**src/rtl/shift_sequencer.sv**
```systemverilog
// shift_sequencer: iterative log-stage shifter (SLL/SRL/SRA/ROL) with valid/ready handshakes
// Ports: clk, rst (sync, active-high); in_valid/in_ready/in_x/in_shamt/in_op request side;
//   out_valid/out_ready/out_z result side; busy high while a request is in flight.
// Optional feature macro: SHIFT_SEQ_EARLY_EXIT_EN (leave SHIFT once no higher shamt bits remain).
module shift_sequencer #(
  parameter int WIDTH   = 32,
  parameter int SHAMT_W = 5
) (
  input  logic               clk,
  input  logic               rst,
  input  logic               in_valid,
  output logic               in_ready,
  input  logic [WIDTH-1:0]   in_x,
  input  logic [SHAMT_W-1:0] in_shamt,
  input  logic [1:0]         in_op,
  output logic               out_valid,
  input  logic               out_ready,
  output logic [WIDTH-1:0]   out_z,
  output logic               busy
);
  typedef enum logic [1:0] {IDLE, SHIFT, DONE} state_t;
  localparam logic [SHAMT_W-1:0] LAST = SHAMT_W'(SHAMT_W - 1);
  state_t               r_state, w_next;
  logic [SHAMT_W-1:0]   r_idx, r_sh;
  logic [1:0]           r_op;
  logic [WIDTH-1:0]     r_acc, r_z, w_step, w_acc_nxt;
  logic [2*WIDTH-1:0]   w_dbl;
  logic [SHAMT_W:0]     w_amt;
  logic                 w_last;
  assign w_amt = (SHAMT_W + 1)'(1) << r_idx;
  // rotate: upper half of the doubled word shifted left
  assign w_dbl = {r_acc, r_acc} << w_amt;
  always_comb
    w_step = r_op == 2'b00 ? r_acc << w_amt :
             r_op == 2'b01 ? r_acc >> w_amt :
             r_op == 2'b10 ? $unsigned($signed(r_acc) >>> w_amt) :
                             w_dbl[2*WIDTH-1:WIDTH];
  assign w_acc_nxt = r_sh[r_idx] ? w_step : r_acc;
`ifdef SHIFT_SEQ_EARLY_EXIT_EN
  // nothing above idx left to apply; also true at the last stage
  assign w_last = (r_sh >> r_idx) <= SHAMT_W'(1);
`else
  assign w_last = r_idx == LAST;
`endif
  always_ff @(posedge clk)
    r_state <= rst ? IDLE : w_next;
  always_comb
    w_next = r_state == IDLE  ? (in_valid  ? SHIFT : IDLE) :
             r_state == SHIFT ? (w_last    ? DONE  : SHIFT) :
                                (out_ready ? IDLE  : DONE);
  always_ff @(posedge clk)
    if (rst) begin
      r_idx <= '0;
      r_sh  <= '0;
      r_op  <= '0;
      r_acc <= '0;
      r_z   <= '0;
    end else if (r_state == IDLE && in_valid) begin
      r_acc <= in_x;
      r_sh  <= in_shamt;
      r_op  <= in_op;
      r_idx <= '0;
    end else if (r_state == SHIFT) begin
      r_acc <= w_acc_nxt;
      r_idx <= r_idx + SHAMT_W'(1);
      if (w_last) r_z <= w_acc_nxt;
    end
  always_comb begin
    in_ready  = r_state == IDLE && !rst;
    out_valid = r_state == DONE;
    busy      = r_state != IDLE;
  end
  assign out_z = r_z;
endmodule

```
**config.mk**
```make
export PLATFORM = sky130hd
export DESIGN_NAME = shift_sequencer
export DESIGN_NICKNAME = d
export VERILOG_FILES = /design/src/rtl/shift_sequencer.sv
export SDC_FILE = /design/constraint.sdc
export NUM_CORES = 1
export LEC_CHECK = 0
export ABC_AREA = 1
export CORE_MARGIN = 2
export CORE_UTILIZATION = 54
export CTS_CLUSTER_DIAMETER = 50
export CTS_CLUSTER_SIZE = 20
export DETAILED_ROUTE_END_ITERATION = 8
export MAX_ROUTING_LAYER = met4
export PLACE_DENSITY = 0.89
export SLEW_MARGIN = 20
export SYNTH_ARGS = -nofsm -noshare
export SYNTH_HDL_FRONTEND = slang
export SYNTH_SLANG_ARGS = --single-unit
```
**constraint.sdc**
```tcl
create_clock -name clk -period 1.9 [get_ports clk]
set_input_delay 0.38 -clock clk [delete_from_list [all_inputs] [get_ports clk]]
set_output_delay 0.38 -clock clk [all_outputs]
set_load 0.02 [all_outputs]
```
==> results.tsv, run 1 <==
metric	value	unit
synth_adder_area_share	0.3054	%
yosys_warnings	0	
placed_area	10530	um^2
die_h	127.2	um
synthCells	1510	
stop_error	[ERROR GRT-0232] Routing congestion too high. Check the congestion heatmap in the GUI.	
cts_sinks	78	
cts-root-buf	clkbuf_16	
syn_area	8194	um^2
num_io_pins	78	
clk_path_buf_depth	2	
haltStage	global routing (5_1_grt)	
row_count	45	
synth_ff_type	dfxtp_1	
synth_top_family_by_area	simple AND/OR/NAND/NOR gates	
yosysUniqueCellTypes	42	
overflow	6	
grt_usage	68.34	%
status	stopped before the end	
synthArstFlopShare	0	%
io_buffers	77	
synth_nets	1555	
synth_seq_area_share	19.06	%
die_width	127.2	um
synthMuxAreaShare	0	%
synth_edf_count	0	
avgSynthCellArea	5.427	um^2
preCtsSetupSlack	-0.5466	ns
synth-compound-area-share	16.11	%
yosys_register_bits	78	
gp_congestion	1.336	
synth_xor_area_share	0.1069	%
dp_hpwl	27690	um
htree_num_levels	3	
grt_max_degree	66	
start_util	54.51	%
cts_buffers	9	
synthSimpleGateAreaFrac	52.15	%
## layer usage
metal / track usage [%] / GRT overflow
met3: 55.78 / 0
met1: 68.49 / 1
met4: 62.18 / 3
met5: - / -
met2: 80.65 / 2
## per-stage QoR
stage,instances,setup TNS (ns),hold WS [ns]
3_5_place_dp,1879,-27.47,0.4855
2_1_floorplan,1510,-2.178,0.4495
3_3_place_gp,1879,-23.38,0.4632
4_1_cts,1907,-24.35,0.4969
## cell usage after synthesis, types with 4 or more instances
cell type	n	share of area (%)
a21oi_1	86	5.3
buf_1	10	0.46
buf_2	37	2.3
buf_4	9	0.82
buf_6	9	1.2
clkbuf_1	30	1.4
dfxtp_1	78	19
inv_1	116	5.3
inv_2	14	0.64
nand2_1	548	25
nand2_2	13	0.99
nand3_1	289	18
nand3b_1	5	0.46
nand4_1	23	1.8
nor2_1	47	2.2
nor2_2	4	0.31
nor2_8	5	1.2
nor3_1	5	0.31
o211ai_1	17	1.6
o21ai_0	102	6.2
o21ai_1	26	1.6
## cells by family after synthesis
group	count (synthesis)
adder cells (fa/ha/maj)	2
flip-flops	78
AO/OA/AOI/OAI	245
buffers and inverters	228
XOR/XNOR	1
AND/OR/NAND/NOR	956
## repair_timing
action	4_1_cts
setup endpoints to repair	67
hold buffers	0
gates resized for setup	109
cloned	3
setup buffers	9
pin swaps	37
==> run 2: changes to the inputs <==
--- a/config.mk
+++ b/config.mk
@@ -7,12 +7,9 @@
 export LEC_CHECK = 0
 export ABC_AREA = 1
 export CORE_MARGIN = 2
-export CORE_UTILIZATION = 54
-export CTS_CLUSTER_DIAMETER = 50
-export CTS_CLUSTER_SIZE = 20
+export CORE_UTILIZATION = 40
 export DETAILED_ROUTE_END_ITERATION = 8
-export MAX_ROUTING_LAYER = met4
-export PLACE_DENSITY = 0.89
+export PLACE_DENSITY_LB_ADDON = 0.15
 export SLEW_MARGIN = 20
 export SYNTH_ARGS = -nofsm -noshare
 export SYNTH_HDL_FRONTEND = slang
==> constraint.sdc (replaced) <==
create_clock -name clk -period 2.47 [get_ports clk]
set_input_delay 0.494 -clock clk [delete_from_list [all_inputs] [get_ports clk]]
set_output_delay 0.494 -clock clk [all_outputs]
set_load 0.02 [all_outputs]
==> run 2 against run 1 <==
Net effect: the flow now finishes, with violations (negative setup slack); synthesized cell count is the same; synthesized area unchanged.
==> results.tsv, run 2 <==
metric	value	unit
start_util	40.63	%
synthCells	1510	
drc	0	
cts_hold_buf	0	
path_buf_inv	2	
row_count	52	
fin_skew	0.02046	ns
vias	11600	
yosys_register_bits	78	
yosysUniqueCellTypes	42	
synth_seq_area_share	19.06	%
synth_nets	1555	
postRouteAntennaNets	0	
grt_usage	37.03	%
die_h	147.1	um
layout_min_cycle_time	2.478	ns
end_kind	flip-flop	
cp_slowest_cell	dfxtp_4	
power.switching	2.721	mW
cts_sinks	78	
timing.fmax	0.4035	GHz
layout_commonest_cell	nand2_1	
via_per_inst	5.893	
maxSlewViolCount	0	
grt_pass1_vias	10450	
worst_ep_required_time	2.69	ns
clk_pin_slew	0.08	ns
fin_nets	1738	
yosysMostFrequentCell	nand2_1	
htree_num_levels	3	
die_width	147.1	um
cts_buffers	9	
wl	43160	um
p_seq_share	23.2	%
num_io_pins	78	
gp_congestion	1.050	
status	complete, but fails checks	
worst_pin_slew	0.4924	ns
clk_path_buf_depth	2	
cts-root-buf	clkbuf_16	
cts_tree	built	
core	20170	um^2
rsz0062_at_grt	true	
crit_arrival	2.69	ns
die-area	21650	um^2
drv_cap	0	
final.period_utilization	100.3	%
comb_power_share	51.8	%
setup_violations	2	
peakVddDrop	464.4	uV
dp_hpwl	31050	um
crit_top_cell	nand3_1	
initialDrtViolationCount	1220	
clk_latency	0.37	ns
syn_to_final_growth	48.04	%
violations	negative setup slack	
worstSetupStartpointType	flip-flop	
p_per_area	496.0	nW/um^2
sw_frac_of_total	45.22	%
yosys-top-cells-count	nand2_1, nand3_1, inv_1, o21ai_0, a21oi_1	
hold_path_class	reg -> reg	
netlist.area_leader.share	25.10	%
tns	-0.009600	ns
critPathTopFamily	simple AND/OR/NAND/NOR gates	
crit_fanout	8	
crit_type	reg -> reg	
first_pass_iters	6	
hold_viol	0	
finalPower	6.017	mW
p_leak	5.731	nW
slew_headroom	67.17	%
layout_common_cells	nand2_1, nand3_1, buf_4, nand2_2, inv_1	
antenna_found_initial	0	
power.internal	3.296	mW
crit_path_max_incr_delay	0.37	ns
synth_ff_type	dfxtp_1	
grt_pass1_wl	61470	um
wire_per_inst	21.92	um
setup_slack	-0.008280	ns
pwr-share-clk	25.0	%
synth_top_area_cell	nand2_1	
syn_area	8194	um^2
drive_gt1_share	31.74	%
avgSynthCellArea	5.427	um^2
synth_edf_count	0	
io_buffers	77	
critical_path.cell_chain	nor2_8, buf_6, buf_12, nand4_1, nand3_1, nand2_1, nand2_1, nand3_2, nand3_1, nand3_1, nand2_1, nand3b_1, nand3_1, a21oi_1	
overflow	0	
yosys-top-cells-area	nand2_1, dfxtp_1, nand3_1	
yosys_warnings	0	
synthArstFlopShare	0	%
grt_max_degree	66	
run 2: cell counts after synthesis:
No cell type changed its count.
run 2: stage by stage:
step | worst slack, ns | utilization [%] | cells | hold WS [ns] | instance area (um^2)
after floorplan | 0.4413 | - | 1510 | 0.4495 | 8194
after global placement | -0.03100 | 51.32 | 1931 | 0.4704 | 10350
after detailed placement | -0.06759 | 51.32 | 1931 | 0.4803 | 10350
after CTS | 0.004441 | 52.95 | 1947 | 0.4975 | 10680
after global routing | -0.1155 | 60.13 | 1968 | 0.5340 | 12130
final | -0.008280 | 60.14 | 1969 | 0.4912 | 12130
run 2: cell type report:
cell class | instances | area, um^2
sequential | 78 | 1569
clock buffer | 9 | 225.2
tap | 270 | 337.8
timing repair buffer | 267 | 2638
multi-input combinational | 1204 | 6763
fill | 2043 | 8039
antenna | 1 | 2.502
inverter | 133 | 509.2
clock inverter | 7 | 86.33
run 2: cells by family after synthesis:
group | Yosys count | synth area share [%]
and+or+nand+nor | 956 | 52.15
AOI/OAI and AO/OA | 245 | 16.11
buffers and inverters | 228 | 12.28
DFF | 78 | 19.06
adders and majority gates | 2 | 0.3053
xor gates and xnor gates | 1 | 0.1069
run 2: worst register-to-register path, stage by stage, from the launching register on:
cell and delay, ns:
dfxtp_4 0.37, nor2_8 0.19, buf_6 0.22, buf_12 0.14, nand4_1 0.26, nand3_1 0.21
nand2_1 0.07, nand2_1 0.10, nand3_2 0.10, nand3_1 0.14, nand3_1 0.11, nand2_1 0.09
nand3b_1 0.16, nand3_1 0.12, a21oi_1 0.06
run 2: repair_timing:
item,4_1_cts,5_1_grt
endpoints found under the setup margin,13,64
pin swaps,2,93
resized for setup,7,341
cloned,0,7
setup buffers,0,16
run 2: final timing paths:
path                    startpoint                      to  slack (ns)  cells after the start
max          r_idx[2]$_SDFFE_PP0P_  r_acc[14]$_SDFFE_PP0P_      -0.008                     14
min           r_sh[3]$_SDFFE_PP0P_    r_sh[3]$_SDFFE_PP0P_        0.49                      2
max reg2reg  r_idx[2]$_SDFFE_PP0P_  r_acc[14]$_SDFFE_PP0P_      -0.008                     14
min reg2reg   r_sh[3]$_SDFFE_PP0P_    r_sh[3]$_SDFFE_PP0P_        0.49                      2
run 2: per-layer routing:
metal	track usage [%]	vias up	part of all wire [%]
li1	-	5345	-
met2	55.37	653	43
met3	6.646	168	10
met4	16.20	0	5.3
met5	0	-	0
met1	52.02	5438	42
run 2: power groups by stage:
stage               Clock [mW]  Combinational, mW  Sequential (mW)
finish                    1.50               3.12             1.40
global route              1.55               3.35             1.40
CTS                       1.51               2.57             1.39
detailed placement           0               2.55             1.42
global placement             0               2.56             1.42
floorplan                    0               1.53             1.39
Power figures use the tool's default switching activity.
==> run 3: changes to the inputs <==
--- a/config.mk
+++ b/config.mk
@@ -8,6 +8,7 @@
 export ABC_AREA = 1
 export CORE_MARGIN = 2
 export CORE_UTILIZATION = 40
+export CTS_BUF_LIST = sky130_fd_sc_hd__clkbuf_16
 export DETAILED_ROUTE_END_ITERATION = 8
 export PLACE_DENSITY_LB_ADDON = 0.15
 export SLEW_MARGIN = 20
==> results of run 3 <==
The final DEF is identical to that of run 2; final timing and power are the same.
